[src/rtl/vid_phy_controller_v2_2_dru_align_pkg.sv]
// Shared types and helpers for the multi-channel DRU output aligner.
package vid_phy_controller_v2_2_dru_align_pkg;

    typedef enum logic [1:0] {
        ST_IDLE  = 2'd0,
        ST_FILL  = 2'd1,
        ST_FLUSH = 2'd2,
        ST_RUN   = 2'd3
    } align_state_t;

    localparam int unsigned RESYNC_CNT_W = 16;

    // Count needs one bit more than the pointer so that "full" is representable.
    function automatic int unsigned cnt_w(input int unsigned depth);
        return $unsigned($clog2(depth)) + 32'd1;
    endfunction

endpackage

[src/rtl/vid_phy_controller_v2_2_dru_lane_fifo.sv]
// Single-lane register FIFO: push/pop with flush, occupancy count, full and
// drop (overflow) indication. Pointers wrap modulo DEPTH (power of two).
module vid_phy_controller_v2_2_dru_lane_fifo
    import vid_phy_controller_v2_2_dru_align_pkg::*;
#(
    parameter int unsigned WIDTH = 40,
    parameter int unsigned DEPTH = 8
) (
    input  logic                    clk,
    input  logic                    rst_n,
    input  logic                    push,
    input  logic                    pop,
    input  logic                    flush,
    input  logic [WIDTH-1:0]        din,
    output logic [WIDTH-1:0]        dout,
    output logic [cnt_w(DEPTH)-1:0] count,
    output logic                    full,
    output logic                    ovf
);

    localparam int unsigned PW = $clog2(DEPTH);
    localparam int unsigned CW = cnt_w(DEPTH);

    logic [WIDTH-1:0] mem [DEPTH];
    logic [PW-1:0]    wr_ptr;
    logic [PW-1:0]    rd_ptr;
    logic             wr_en;
    logic             rd_en;

    // Qualify push/pop; a full lane still accepts a push when it pops in the same cycle.
    always_comb begin
        full  = (count == CW'(DEPTH));
        rd_en = pop && !flush && (count != '0);
        wr_en = push && !flush && (!full || rd_en);
        ovf   = push && !flush && full && !rd_en;
        dout  = mem[rd_ptr];
    end

    // Storage array; contents are qualified by count so no reset is needed.
    always_ff @(posedge clk) begin
        if (wr_en) begin
            mem[wr_ptr] <= din;
        end
    end

    // Pointer and occupancy tracking; flush empties the lane in one cycle.
    always_ff @(posedge clk or negedge rst_n) begin
        if (!rst_n) begin
            wr_ptr <= '0;
            rd_ptr <= '0;
            count  <= '0;
        end else if (flush) begin
            wr_ptr <= '0;
            rd_ptr <= '0;
            count  <= '0;
        end else begin
            if (wr_en) begin
                wr_ptr <= wr_ptr + PW'(1);
            end
            if (rd_en) begin
                rd_ptr <= rd_ptr + PW'(1);
            end
            case ({wr_en, rd_en})
                2'b10:   count <= count + CW'(1);
                2'b01:   count <= count - CW'(1);
                default: count <= count;
            endcase
        end
    end

endmodule

[src/rtl/vid_phy_controller_v2_2_dru_mc_align.sv]
// Multi-channel DRU output aligner: per-lane elastic FIFOs with prefill,
// lockstep release of one word per active lane, coordinated flush on
// overflow or lane-mask change.
// Optional status outputs (FILL_OUT, RESYNC_CNT_OUT) are built when
// VID_PHY_DRU_ALIGN_STATUS_EN is defined.
module vid_phy_controller_v2_2_dru_mc_align
    import vid_phy_controller_v2_2_dru_align_pkg::*;
#(
    parameter int unsigned NUM_CH  = 3,
    parameter int unsigned WIDTH   = 40,
    parameter int unsigned DEPTH   = 8,
    parameter int unsigned PREFILL = 4
) (
    input  logic                      DRU_CLK_IN,
    input  logic                      DRU_RST_N_IN,
    input  logic [NUM_CH-1:0]         CH_EN_IN,
    input  logic [NUM_CH*WIDTH-1:0]   DAT_IN,
    input  logic [NUM_CH-1:0]         DAT_EN_IN,
    output logic [NUM_CH*WIDTH-1:0]   DAT_OUT,
    output logic                      DAT_VLD_OUT,
    output logic                      LOCK_OUT,
    output logic [NUM_CH-1:0]         OVF_OUT,
    input  logic                      OVF_CLR_IN
`ifdef VID_PHY_DRU_ALIGN_STATUS_EN
    ,
    output logic [NUM_CH*cnt_w(DEPTH)-1:0] FILL_OUT,
    output logic [RESYNC_CNT_W-1:0]        RESYNC_CNT_OUT
`endif
);

    localparam int unsigned CW = cnt_w(DEPTH);

    align_state_t         state_q;
    align_state_t         state_d;
    logic [NUM_CH-1:0]    ch_en_q;

    logic [CW-1:0]        fifo_cnt  [NUM_CH];
    logic [WIDTH-1:0]     fifo_dout [NUM_CH];
    logic [NUM_CH-1:0]    fifo_full;
    logic [NUM_CH-1:0]    fifo_ovf;

    logic [NUM_CH-1:0]    lane_push;
    logic [NUM_CH-1:0]    lane_pop;
    logic [NUM_CH-1:0]    lane_flush;
    logic [NUM_CH-1:0]    lane_ready;
    logic [NUM_CH-1:0]    lane_prefilled;
    logic                 accepting;
    logic                 pop_all;
    logic                 any_ovf;
    logic                 mask_chg;
    logic [NUM_CH*WIDTH-1:0] dat_nxt;

    genvar g;
    generate
        for (g = 0; g < NUM_CH; g++) begin : g_lane
            vid_phy_controller_v2_2_dru_lane_fifo #(
                .WIDTH (WIDTH),
                .DEPTH (DEPTH)
            ) u_fifo (
                .clk   (DRU_CLK_IN),
                .rst_n (DRU_RST_N_IN),
                .push  (lane_push[g]),
                .pop   (lane_pop[g]),
                .flush (lane_flush[g]),
                .din   (DAT_IN[g*WIDTH +: WIDTH]),
                .dout  (fifo_dout[g]),
                .count (fifo_cnt[g]),
                .full  (fifo_full[g]),
                .ovf   (fifo_ovf[g])
            );
        end
    endgenerate

    // Per-lane push/pop/flush control; inactive lanes are held empty and
    // treated as always ready so they never block release.
    always_comb begin
        accepting      = (state_q == ST_FILL) || (state_q == ST_RUN);
        lane_push      = '0;
        lane_flush     = '0;
        lane_ready     = '0;
        lane_prefilled = '0;
        for (int unsigned n = 0; n < NUM_CH; n++) begin
            lane_push[n]      = accepting && ch_en_q[n] && DAT_EN_IN[n];
            lane_flush[n]     = !accepting || !ch_en_q[n];
            lane_ready[n]     = !ch_en_q[n] || (fifo_cnt[n] != '0);
            lane_prefilled[n] = !ch_en_q[n] || (fifo_cnt[n] >= CW'(PREFILL));
        end
        pop_all  = (state_q == ST_RUN) && (&lane_ready) && (|ch_en_q);
        lane_pop = pop_all ? ch_en_q : '0;
        any_ovf  = |(lane_push & fifo_full & ~lane_pop);
        mask_chg = (CH_EN_IN != ch_en_q);
        dat_nxt  = '0;
        for (int unsigned n = 0; n < NUM_CH; n++) begin
            if (lane_pop[n]) begin
                dat_nxt[n*WIDTH +: WIDTH] = fifo_dout[n];
            end
        end
    end

    // Next-state logic for the fill/run/flush sequencer.
    always_comb begin
        state_d = state_q;
        case (state_q)
            ST_IDLE: begin
                if (|CH_EN_IN) begin
                    state_d = ST_FILL;
                end
            end
            ST_FILL: begin
                if (mask_chg || any_ovf) begin
                    state_d = ST_FLUSH;
                end else if (&lane_prefilled) begin
                    state_d = ST_RUN;
                end
            end
            ST_RUN: begin
                if (mask_chg || any_ovf) begin
                    state_d = ST_FLUSH;
                end
            end
            ST_FLUSH: begin
                state_d = (|CH_EN_IN) ? ST_FILL : ST_IDLE;
            end
            default: state_d = ST_IDLE;
        endcase
    end

    // State, sampled lane mask, registered outputs and sticky overflow flags.
    always_ff @(posedge DRU_CLK_IN or negedge DRU_RST_N_IN) begin
        if (!DRU_RST_N_IN) begin
            state_q     <= ST_IDLE;
            ch_en_q     <= '0;
            DAT_OUT     <= '0;
            DAT_VLD_OUT <= 1'b0;
            LOCK_OUT    <= 1'b0;
            OVF_OUT     <= '0;
        end else begin
            state_q     <= state_d;
            ch_en_q     <= CH_EN_IN;
            DAT_OUT     <= dat_nxt;
            DAT_VLD_OUT <= pop_all;
            LOCK_OUT    <= (state_q == ST_RUN);
            OVF_OUT     <= (OVF_CLR_IN ? '0 : OVF_OUT) | fifo_ovf;
        end
    end

`ifdef VID_PHY_DRU_ALIGN_STATUS_EN
    // Status: registered lane occupancy and saturating overflow-resync counter.
    always_ff @(posedge DRU_CLK_IN or negedge DRU_RST_N_IN) begin
        if (!DRU_RST_N_IN) begin
            FILL_OUT       <= '0;
            RESYNC_CNT_OUT <= '0;
        end else begin
            for (int unsigned n = 0; n < NUM_CH; n++) begin
                FILL_OUT[n*CW +: CW] <= fifo_cnt[n];
            end
            if (OVF_CLR_IN) begin
                RESYNC_CNT_OUT <= any_ovf ? RESYNC_CNT_W'(1) : '0;
            end else if (any_ovf && (RESYNC_CNT_OUT != '1)) begin
                RESYNC_CNT_OUT <= RESYNC_CNT_OUT + RESYNC_CNT_W'(1);
            end
        end
    end
`endif

endmodule

[config.mk]
export PLATFORM = sky130hd
export DESIGN_NAME = vid_phy_controller_v2_2_dru_mc_align
export DESIGN_NICKNAME = d
export VERILOG_FILES = /design/src/rtl/vid_phy_controller_v2_2_dru_align_pkg.sv /design/src/rtl/vid_phy_controller_v2_2_dru_lane_fifo.sv /design/src/rtl/vid_phy_controller_v2_2_dru_mc_align.sv
export SDC_FILE = /design/constraint.sdc
export NUM_CORES = 1
export LEC_CHECK = 0
export CORE_MARGIN = 4
export CORE_UTILIZATION = 25
export CTS_CLUSTER_DIAMETER = 200
export DETAILED_ROUTE_END_ITERATION = 16
export GPL_ROUTABILITY_DRIVEN = 0
export PLACE_DENSITY_LB_ADDON = 0.2
export SLEW_MARGIN = 25
export SYNTH_ARGS = -nofsm -noshare
export SYNTH_HDL_FRONTEND = slang
export SYNTH_SLANG_ARGS = --single-unit
[constraint.sdc]
create_clock -name DRU_CLK_IN -period 8.9 [get_ports DRU_CLK_IN]
set_input_delay 1.335 -clock DRU_CLK_IN [delete_from_list [all_inputs] [get_ports DRU_CLK_IN]]
set_output_delay 1.335 -clock DRU_CLK_IN [all_outputs]
set_load 0.01 [all_outputs]
# Word level (Yosys, flattened, before mapping)
# Memory sizes are Yosys's and may differ from the RTL's.
# Index checks and enable logic that the tools add are counted.
[totals]
reg_bits = 160
ramBits = 960
in_bits = 129
out_inout_bits = 125
n_memories = 3
[mem_list]
columns = ["memory", "depth", "word_bits", "read_ports", "rd_clocked_by_memory_dff", "wr", "line", "source"]
rows = [
  ["g_lane[0].u_fifo.mem", 8, 40, 1, 0, 1, "vid_phy_controller_v2_2_dru_lane_fifo.sv:24", "logic [WIDTH-1:0] mem [DEPTH];"],
  ["g_lane[1].u_fifo.mem", 8, 40, 1, 0, 1, "vid_phy_controller_v2_2_dru_lane_fifo.sv:24", ""],
  ["g_lane[2].u_fifo.mem", 8, 40, 1, 0, 1, "vid_phy_controller_v2_2_dru_lane_fifo.sv:24", ""],
]
[op_classes]
n_addsub = 12
order_cmp = 3
eq_ne = 16
n_mux = 35
bitwise_logic = 4
n_reduce_logical = 72
[ops]
columns = ["op", "count"]
rows = [
  ["40-bit two-way mux", 3],
  ["3-bit two-way mux", 14],
  ["1-bit logical AND", 26],
  ["4-bit one-hot mux with 2 select lines", 3],
  ["3-bit by 1-bit adder with 3-bit output, second input constant", 6],
  ["1-bit logical OR", 14],
  ["1-bit zero test", 13],
  ["4-bit by 1-bit adder with 4-bit output, second input constant", 3],
  ["4-bit equality test, second input constant", 3],
  ["4-bit by 3-bit >= comparator with 1-bit output, second input constant", 3],
  ["4-bit two-way mux", 3],
  ["2-bit nonzero test", 6],
  ["4-bit nonzero test", 3],
  ["4-bit by 1-bit subtractor with 4-bit output, second input constant", 3],
  ["2-bit equality test, second input constant", 5],
  ["3-bit AND reduction", 3],
  ["3-bit nonzero test", 3],
  ["3-bit OR reduction", 3],
  ["2-bit by 1-bit equality test with 1-bit output, second input constant", 4],
  ["2-bit two-way mux", 4],
  ["2-bit one-hot mux with 4 select lines", 1],
  ["1-bit two-way mux", 7],
  ["3-bit AND", 2],
  ["3-bit by 1-bit != test with 1-bit output, second input constant", 1],
  ["6 further kinds", 6],
]

# Logic depth before layout (Yosys ltp)
# Gate-level depths: netlist of the first run.
[logic_depth]
word_depth = 13
depth_mapped = 15

# Hierarchy
# From an unflattened synthesis of the first run, not the netlist that was laid out.
[hier_totals]
cells_unflattened = 1936
area_unflattened_um2 = 42318.1
[modules_own_cells]
columns = ["module", "n_inst", "cells_per_inst", "area_each_um2"]
rows = [
  ["vid_phy_controller_v2_2_dru_lane_fifo", 3, 544, 12660.9],
  ["vid_phy_controller_v2_2_dru_mc_align", 1, 304, 4335.4],
]

# Worst setup path before layout of the first run
# No wires, ideal clock.
[synth_path]
path_kind = "input to register"
start = "input DAT_EN_IN[0]"
end = "memory g_lane[0].u_fifo.mem[1][0] (enable)"
setup_time_ns = 0.551
arrival_ns = 5.970
required_ns = 8.349
slack_ns = 2.378
path_stages = 3
n_path_buf = 1
cell_sequence = "clkbuf_1 > o211ai_2 > nor4b_1"
[synth_between]
elab_chain_cells = 5
[synth_rtl]
columns = ["element", "line", "source"]
rows = [
  ["from (decl)", "vid_phy_controller_v2_2_dru_mc_align.sv:18", "input logic [NUM_CH-1:0] DAT_EN_IN,"],
  ["1-bit logical AND", "vid_phy_controller_v2_2_dru_mc_align.sv:83", "lane_push[n] = accepting && ch_en_q[n] && DAT_EN_IN[n];"],
  ["1-bit logical AND (2 in a row)", "vid_phy_controller_v2_2_dru_lane_fifo.sv:34", "wr_en = push && !flush && (!full || rd_en);"],
  ["1-bit two-way mux", "vid_phy_controller_v2_2_dru_lane_fifo.sv:41", "if (wr_en) begin"],
  ["1-bit two-way mux (implied by the code)", "vid_phy_controller_v2_2_dru_lane_fifo.sv:42", "mem[wr_ptr] <= din;"],
  ["to (decl)", "vid_phy_controller_v2_2_dru_lane_fifo.sv:24", ""],
]
# No other way between the ends.

# Worst setup path in the final report of the first run
[layout_path]
start = "register ch_en_q[2]"
end = "register g_lane[2].u_fifo.count[3]"
[layout_between]
elab_chain_cells = 13
word_cells_on_any_way = 21
[layout_rtl]
columns = ["element", "line", "source"]
rows = [
  ["from (decl)", "vid_phy_controller_v2_2_dru_mc_align.sv:35", "logic [NUM_CH-1:0] ch_en_q;"],
  ["from (signal assigned)", "vid_phy_controller_v2_2_dru_mc_align.sv:132", "ch_en_q <= '0;"],
  ["from (signal assigned)", "vid_phy_controller_v2_2_dru_mc_align.sv:139", "ch_en_q <= CH_EN_IN;"],
  ["1-bit zero test", "vid_phy_controller_v2_2_dru_mc_align.sv:84, vid_phy_controller_v2_2_dru_mc_align.sv:85", ""],
  ["1-bit logical OR", "vid_phy_controller_v2_2_dru_mc_align.sv:85", "lane_ready[n] = !ch_en_q[n] || (fifo_cnt[n] != '0);"],
  ["3-bit AND reduction", "vid_phy_controller_v2_2_dru_mc_align.sv:88", "pop_all = (state_q == ST_RUN) && (&lane_ready) && (|ch_en_q);"],
  ["1-bit logical AND (2 in a row)", "vid_phy_controller_v2_2_dru_mc_align.sv:88", ""],
  ["3-bit two-way mux", "vid_phy_controller_v2_2_dru_mc_align.sv:89", "lane_pop = pop_all ? ch_en_q : '0;"],
  ["1-bit logical AND (2 in a row)", "vid_phy_controller_v2_2_dru_lane_fifo.sv:33", "rd_en = pop && !flush && (count != '0);"],
  ["1-bit logical OR", "vid_phy_controller_v2_2_dru_lane_fifo.sv:34", ""],
  ["1-bit logical AND", "vid_phy_controller_v2_2_dru_lane_fifo.sv:34", ""],
  ["2-bit by 1-bit equality test with 1-bit output / 2-bit equality test (equally long branches)", "vid_phy_controller_v2_2_dru_lane_fifo.sv:63", "case ({wr_en, rd_en})"],
  ["4-bit one-hot mux with 2 select lines", "vid_phy_controller_v2_2_dru_lane_fifo.sv:63", ""],
  ["4-bit two-way mux", "vid_phy_controller_v2_2_dru_lane_fifo.sv:52", "end else if (flush) begin"],
  ["to (signal assigned)", "vid_phy_controller_v2_2_dru_lane_fifo.sv:64", "2'b10: count <= count + CW'(1);"],
  ["to (signal assigned)", "vid_phy_controller_v2_2_dru_lane_fifo.sv:65", "2'b01: count <= count - CW'(1);"],
  ["to (signal assigned)", "vid_phy_controller_v2_2_dru_lane_fifo.sv:66", "default: count <= count;"],
  ["to (decl)", "vid_phy_controller_v2_2_dru_lane_fifo.sv:16", "output logic [cnt_w(DEPTH)-1:0] count,"],
]
# Parallel ways exist; a longest one is shown, timed or not.
# A chain may end at the register's enable or synchronous reset.

==> run summary, run 1 <==
STATUS
---------------------------------------------------------------------------------
Result of the run                                                    finished, final reports clean

PWR
---------------------------------------------------------------------------------
Net switching fraction of the power                                         0.217
Sequential fraction of design power                                         0.503
Worst voltage drop across the vdd grid                                   0.196 mV
Cell internal pwr                                                       0.00909 W
Static power due to leakage                                               16.4 nW
Pwr/cell area                                                         225 mW/mm^2
Switching power                                                         0.00251 W
Clock Power Share                                                           0.458
Logic gate share of total power                                             0.039

YOSYS
---------------------------------------------------------------------------------
Post-synth EDFFs                                                              960
Share of async-settable or async-resettable flops after synthesis           0.143
Cell count after synthesis                                                   1926
Yosys top cell area share                                                   0.688
Seq/Total Area, Yosys                                                       0.784
Commonest register cell after synthesis                              sky130_fd_sc_hd__edfxtp_1
Library cell occupying the most area in the post-synthesis netlist   sky130_fd_sc_hd__edfxtp_1
Number of synthesized register bits                                          1120
Area contributors post-synth                                         sky130_fd_sc_hd__edfxtp_1, sky130_fd_sc_hd__mux4_2, sky130_fd_sc_hd__dfrtp_1, sky130_fd_sc_hd__mux2i_1, sky130_fd_sc_hd__nor2_1
Syn. warnings                                                                   0
Mean instance size in the synthesized netlist                          21.7 sq um
Distinct cells, synth                                                          60
Post-synthesis net count                                                     2069
Area of the mapped netlist                                           0.0419 sq mm

TIMING
---------------------------------------------------------------------------------
Period minus WS final                                                     3.77 ns
Max_slew headroom                                                           0.365
RSZ-0062 raised after global routing                                           no
Final max-slew violation count                                                  0
Actual transition at the worst max-transition pin                        0.953 ns
Ratio of final minimum period to clock period                               0.424
Maximum clock rate                                                      0.265 GHz
Final worst clock skew                                                  0.0296 ns
Setup TNS                                                                    0 ns
Final setup fails                                                               0
Hold Violations, Final                                                          0

CRITICAL PATH
---------------------------------------------------------------------------------
RR Startpoint                                                          ch_en_q[2]
Startpoint class of the critical path                                   flip-flop
Worst Setup End Kind                                                    flip-flop
Required time of the critical path                                        9.51 ns
Crit path arrival time                                                    4.38 ns
Crit Path Category                                                     reg -> reg
Register-to-Register Setup Slack                                          5.13 ns
Start point of the critical path                                       ch_en_q[2]
Largest fanout on the critical path                                            43

CELLS AND AREA
---------------------------------------------------------------------------------
Relative area change from synthesis to final layout                         23.3%
Ratio of cells with drive above 1 in the final layout                       0.221
Area of all placed cells without fillers                             0.0516 sq mm
Most common cell after layout, fill and taps aside                   sky130_fd_sc_hd__edfxtp_1
Highest-count cells in the layout ignoring fill and taps             sky130_fd_sc_hd__edfxtp_1, sky130_fd_sc_hd__clkdlybuf4s50_1, sky130_fd_sc_hd__mux4_2, sky130_fd_sc_hd__dfrtp_1, sky130_fd_sc_hd__nor2_1
Post-layout net count                                                        2405

CLOCKING
---------------------------------------------------------------------------------
Setup bufs post-CTS                                                             0
Worst-path clk slew                                                       0.05 ns
Clock sink count                                                             1120
Number of buffers created by CTS                                              133
Buffer levels on the longest clock path                                         3
H-tree level count                                                              4
Clock root buffer                                                    sky130_fd_sc_hd__clkbuf_16
Number of cells upsized or downsized after cts                                  0
Clock tree from TritonCTS                                                    done
Worst skew pair latency                                                   0.77 ns
Quantity of hold-fixing buffers added after cts                                 0

FLOORPLAN
---------------------------------------------------------------------------------
Number of primary I/O pins                                                    254
Core Box Area                                                         0.166 sq mm
Starting density of the core                                                0.253
Die width                                                             417 microns
Cell Rows                                                                     149
Floorplan die area                                                    0.174 sq mm
Die Y                                                                 417 microns

ROUTE
---------------------------------------------------------------------------------
Initial DRC count                                                            1325
Post-detailed-route wirelength per cell                              22.2 microns
Via count                                                                   19600
Total detailed-routing wirelength                                          101 mm
Antenna viol nets, final                                                        0
First-pass detailed-route iteration total                                       5
DRC violations left                                                             0
Ratio of routed vias to standard cells                                       4.30

PLACE
---------------------------------------------------------------------------------
Area post-placement                                                  0.0472 sq mm
Port Buf Inserts                                                              253
Final HPWL from detailed placement                                        56.8 mm

HOLD PATH
---------------------------------------------------------------------------------
Worst hold path type                                                   reg -> reg
Worst hold start                                                       OVF_OUT[2]

GRT
---------------------------------------------------------------------------------
Maximum number of pins on one net before global-route repair                   68
Final global-route overflow total                                               0
Wire length of the first global-routing pass                               150 mm
Total global routing track utilization                                      0.117
Initial antenna violation count                                                27
Via count of the first global-routing pass                                  22000

JOB
---------------------------------------------------------------------------------
Max-capacitance violation count                                                 0

==> area by class of cell <==
| type | instances | area [sq um] |
|---|---|---|
| clock inverter | 60 | 733 |
| sequential | 1120 | 32900 |
| multi-input combinational | 701 | 8730 |
| clock buffer | 185 | 3620 |
| inverter | 12 | 45.0 |
| antenna | 9 | 22.5 |
| timing repair buffer | 294 | 2880 |
| tap | 2189 | 2740 |
| fill | 15900 | 114000 |
==> registers in the layout, indices dropped and copies added (netlist names) <==
signal	cells
g_lane.u_fifo.rd_ptr	9
g_lane.u_fifo.wr_ptr	9
OVF_OUT	3
DAT_VLD_OUT	1
ch_en_q	3
LOCK_OUT	1
g_lane.u_fifo.mem	960
state_q	2
g_lane.u_fifo.count	12
DAT_OUT	120
==> metrics by stage <==
| stage | cells | utilization | worst slack [ns] | total power [W] | hold WS, ns |
|---|---|---|---|---|---|
| 2_1_floorplan | 1926 | - | 2.38 | 0.00616 | 0.481 |
| 3_3_place_gp | 4314 | 0.285 | 4.87 | 0.00639 | 0.482 |
| 3_5_place_dp | 4314 | 0.285 | 4.74 | 0.00641 | 0.481 |
| 4_1_cts | 4559 | 0.311 | 5.06 | 0.0118 | 0.492 |
| 5_1_grt | 4564 | 0.311 | 4.81 | 0.0121 | 0.512 |
| 6_report | 4570 | 0.311 | 5.13 | 0.0116 | 0.487 |
==> power by group through the flow <==
stage               clock network (W)  logic [W]  registers [W]
floorplan                           0   0.000230        0.00593
global placement                    0   0.000452        0.00594
detailed placement                  0   0.000464        0.00595
CTS                           0.00551   0.000466        0.00584
global route                  0.00573   0.000501        0.00584
finish                        0.00531   0.000454        0.00584
==> worst paths after layout <==
path                                              end  depth (start not counted)
min reg2reg                                OVF_OUT[2]                          1
min in group asynchronous                 DAT_OUT[63]                          1
max in group asynchronous  g_lane[0].u_fifo.rd_ptr[0]                          3
max                         g_lane[2].u_fifo.count[3]                         12
min                                        OVF_OUT[2]                          1
max reg2reg                 g_lane[2].u_fifo.count[3]                         12
==> Yosys cell counts, types with 3 or more instances <==
| library cell | count |
|---|---|
| sky130_fd_sc_hd__nor3b_1 | 3 |
| sky130_fd_sc_hd__xnor2_1 | 5 |
| sky130_fd_sc_hd__mux4_2 | 240 |
| sky130_fd_sc_hd__o21a_1 | 3 |
| sky130_fd_sc_hd__clkbuf_1 | 48 |
| sky130_fd_sc_hd__nand3_1 | 16 |
| sky130_fd_sc_hd__nor2_1 | 149 |
| sky130_fd_sc_hd__inv_1 | 12 |
| sky130_fd_sc_hd__mux2i_1 | 125 |
| sky130_fd_sc_hd__dfrtp_1 | 160 |
| sky130_fd_sc_hd__a31oi_1 | 4 |
| sky130_fd_sc_hd__o21ai_0 | 10 |
| sky130_fd_sc_hd__a211oi_1 | 6 |
| sky130_fd_sc_hd__a21oi_1 | 16 |
| sky130_fd_sc_hd__nand2b_1 | 4 |
| sky130_fd_sc_hd__nand2_1 | 18 |
| sky130_fd_sc_hd__nand4_1 | 4 |
| sky130_fd_sc_hd__and3_1 | 7 |
| sky130_fd_sc_hd__xor2_1 | 9 |
| sky130_fd_sc_hd__or3_1 | 4 |
| sky130_fd_sc_hd__buf_4 | 3 |
| sky130_fd_sc_hd__edfxtp_1 | 960 |
| sky130_fd_sc_hd__nor4_1 | 3 |
| sky130_fd_sc_hd__ha_1 | 14 |
| sky130_fd_sc_hd__nor3_1 | 11 |
| sky130_fd_sc_hd__a21o_1 | 7 |
| sky130_fd_sc_hd__a31o_2 | 4 |
| sky130_fd_sc_hd__buf_2 | 40 |
| sky130_fd_sc_hd__a211o_1 | 3 |
==> critical path, stage by stage (launching register included) <==
cell,delay (ns)
sky130_fd_sc_hd__dfrtp_1,0.56
sky130_fd_sc_hd__nor3b_2,0.57
sky130_fd_sc_hd__a22oi_4,0.25
sky130_fd_sc_hd__nand3_2,0.12
sky130_fd_sc_hd__buf_4,0.56
sky130_fd_sc_hd__inv_1,0.15
sky130_fd_sc_hd__ha_1,0.28
sky130_fd_sc_hd__ha_1,0.38
sky130_fd_sc_hd__a21boi_0,0.11
sky130_fd_sc_hd__o22a_2,0.22
sky130_fd_sc_hd__o21ai_0,0.20
sky130_fd_sc_hd__xor2_1,0.17
sky130_fd_sc_hd__nor2_1,0.05
==> kinds of logic after synthesis <==
logic type / Yosys count / share of synthesized area
flops: 1120 / 0.784
mux: 365 / 0.159
simple gates: 235 / 0.0254
buf+inv: 105 / 0.0112
compound gates: 73 / 0.0134
xor+xnor: 14 / 0.00293
fa+ha+maj: 14 / 0.00418
==> per-layer routing <==
layer	share of wire	vias to the layer above	global-route usage
met2	0.53	390	0.210
met1	0.41	10500	0.137
met4	0.026	12	0.0392
met5	0.00071	-	0
li1	-	8548	-
met3	0.040	189	0.0264
Note: power is estimated with default switching activity, not from simulation.
==> run 2, diff against run 1 <==
Clock period 8.9 ns to 3.3 ns, I/O delays scaled along.
==> run summary, run 2 (synthesis results as in run 1) <==
STATUS
--------------------------------------------------------------------------------
Result of the run                                                   finished, final reports clean

CELLS AND AREA
--------------------------------------------------------------------------------
Register containing the most flip-flops in the final layout         g_lane.u_fifo.mem
Sequential Area                                                     0.0329 sq mm
Number of flip-flops under the largest register name                         960
Post-layout net count                                                       2433
Combined area of the multi-input logic cells                        0.00880 sq mm
Largest registers in the final layout                               g_lane.u_fifo.mem: 960 flops, DAT_OUT: 120 flops, g_lane.u_fifo.count: 12 flops
Filler cells                                                               15800
Most common cell after layout, fill and taps aside                  sky130_fd_sc_hd__edfxtp_1
Fraction of the core area covered by cells at the end of the flow          0.314
Ratio of cells with drive above 1 in the final layout                      0.231
Highest-count cells in the layout ignoring fill and taps            sky130_fd_sc_hd__edfxtp_1, sky130_fd_sc_hd__clkdlybuf4s50_1, sky130_fd_sc_hd__mux4_2, sky130_fd_sc_hd__dfrtp_1, sky130_fd_sc_hd__nor2_1
Relative area change from synthesis to final layout                        24.4%
Finished Layout Cells                                                       4594

CLOCKING
--------------------------------------------------------------------------------
Worst-path clk slew                                                      0.06 ns
Clock tree from TritonCTS                                                   done
Clock sink count                                                            1120
Quantity of hold-fixing buffers added after cts                                1
Setup bufs post-CTS                                                            0
Number of cells upsized or downsized after cts                                 0
H-tree level count                                                             4
Worst skew pair latency                                                  0.74 ns
Clock root buffer                                                   sky130_fd_sc_hd__clkbuf_16
Buffer levels on the longest clock path                                        3
Number of buffers created by CTS                                             130

TIMING
--------------------------------------------------------------------------------
Max_slew headroom                                                          0.343
Period minus WS final                                                    3.03 ns
Ratio of final minimum period to clock period                              0.919
Setup TNS                                                                   0 ns
Maximum clock rate                                                     0.330 GHz
Final worst clock skew                                                 0.0247 ns
RSZ-0062 raised after global routing                                          no
Hold Violations, Final                                                         0
Fin worst setup slack                                                   0.266 ns
Final setup fails                                                              0
Final max-slew violation count                                                 0
Actual transition at the worst max-transition pin                       0.985 ns

GRT
--------------------------------------------------------------------------------
Initial antenna violation count                                               24
Wire length of the first global-routing pass                              151 mm
Final global-route overflow total                                              0
Maximum number of pins on one net before global-route repair                  63
Via count of the first global-routing pass                                 22100
Total global routing track utilization                                     0.119

PLACE
--------------------------------------------------------------------------------
Number of placed cells counting well taps                                   4346
Port Buf Inserts                                                             253
Final HPWL from detailed placement                                       60.0 mm
Worst setup slack before clock tree synthesis                           0.276 ns

CRITICAL PATH
--------------------------------------------------------------------------------
Required time of the critical path                                       3.73 ns
Largest fanout on the critical path                                           21
Crit Path Category                                                    reg -> reg
Worst Setup End Kind                                                   flip-flop
Start point of the critical path                                    g_lane[0].u_fifo.count[0]
RR Startpoint                                                       g_lane[0].u_fifo.count[0]
Crit path arrival time                                                   3.46 ns
Startpoint class of the critical path                                  flip-flop
Register-to-Register Setup Slack                                         0.27 ns

FLOORPLAN
--------------------------------------------------------------------------------
Die width                                                            417 microns
Cell Rows                                                                    149
Floorplan die area                                                   0.174 sq mm
Core Box Area                                                        0.166 sq mm
Number of primary I/O pins                                                   254
Starting density of the core                                               0.253
Die Y                                                                417 microns

PWR
--------------------------------------------------------------------------------
Worst voltage drop across the vdd grid                                  0.491 mV
Overall Power                                                           0.0308 W
Pwr/cell area                                                        591 mW/mm^2
Static power due to leakage                                              16.5 nW

ROUTE
--------------------------------------------------------------------------------
Via count                                                                  19900
DRC violations left                                                            0
Initial DRC count                                                           1413
Total detailed-routing wirelength                                         103 mm
Ratio of routed vias to standard cells                                      4.33
Post-detailed-route wirelength per cell                             22.5 microns
First-pass detailed-route iteration total                                      5
Antenna viol nets, final                                                       0

HOLD PATH
--------------------------------------------------------------------------------
Worst hold path type                                                   in -> reg
Worst hold start                                                     CH_EN_IN[0]

JOB
--------------------------------------------------------------------------------
Max-capacitance violation count                                                0

[run 2: cell types whose count changed in the layout (fill, tap and decap cells not counted), moves of 6 or more]
cell                        previous run  this run
sky130_fd_sc_hd__buf_12                1        38
sky130_fd_sc_hd__buf_4                39        33
sky130_fd_sc_hd__clkbuf_1             45        37
sky130_fd_sc_hd__clkbuf_8              6        13
sky130_fd_sc_hd__clkinv_16             6         0
sky130_fd_sc_hd__nor3_2                7         1
sky130_fd_sc_hd__nor3_4                0         6
[run 2: worst max-delay path, stage by stage (launching register included)]
cell and delay (ns):
sky130_fd_sc_hd__dfrtp_1 0.48, sky130_fd_sc_hd__nor3_1 0.11, sky130_fd_sc_hd__buf_4 0.16, sky130_fd_sc_hd__a31oi_4 0.28
sky130_fd_sc_hd__buf_4 0.25, sky130_fd_sc_hd__a21o_1 0.20, sky130_fd_sc_hd__nand4_1 0.40, sky130_fd_sc_hd__nor2_4 0.55
sky130_fd_sc_hd__buf_12 0.26
[run 2: area by class of cell]
cell class                      count  share of cell area
Timing Repair Buffer              325              0.0682
Clock buffer                      181              0.0692
Sequential cell                  1120               0.630
Clock inverter                     58             0.00965
Multi-Input combinational cell    701               0.169
Antenna cell                        8            0.000384
Inverter                           12            0.000864
Tap cell                         2189              0.0525
[run 2: metrics by stage]
stage / hold WS (ns) / cell area (sq um)
after detailed placement: 0.521 / 48000
after floorplan: 0.199 / 42000
after global routing: 0.212 / 52100
after CTS: 0.192 / 52100
after global placement: 0.512 / 48000
final: 0.279 / 52100
[run 2: where the power goes]
group / internal [W] / total [W] / switching, W / leakage, nW
logic: 0.000560 / 0.00131 / 0.000755 / 3.66
registers: 0.0156 / 0.0157 / 0.000100 / 10.9
clock network: 0.00807 / 0.0137 / 0.00567 / 2.00
[run 2: per-layer routing]
metal  share of wire  wire length, microns  global-route usage
met5         0.00056                    58                   0
met4           0.025                  2570              0.0382
met3           0.043                  4440              0.0282
met2            0.53                 54800               0.213
met1            0.40                 41600               0.140
[run 2: path summary, 6_finish.rpt]
path	end	cells after the start
max reg2reg	g_lane[1].u_fifo.mem[7][34]	8
max	g_lane[1].u_fifo.mem[7][34]	8
max in group asynchronous	DAT_OUT[11]	3
min in group asynchronous	DAT_OUT[68]	2
min reg2reg	OVF_OUT[2]	1
min	ch_en_q[0]	1
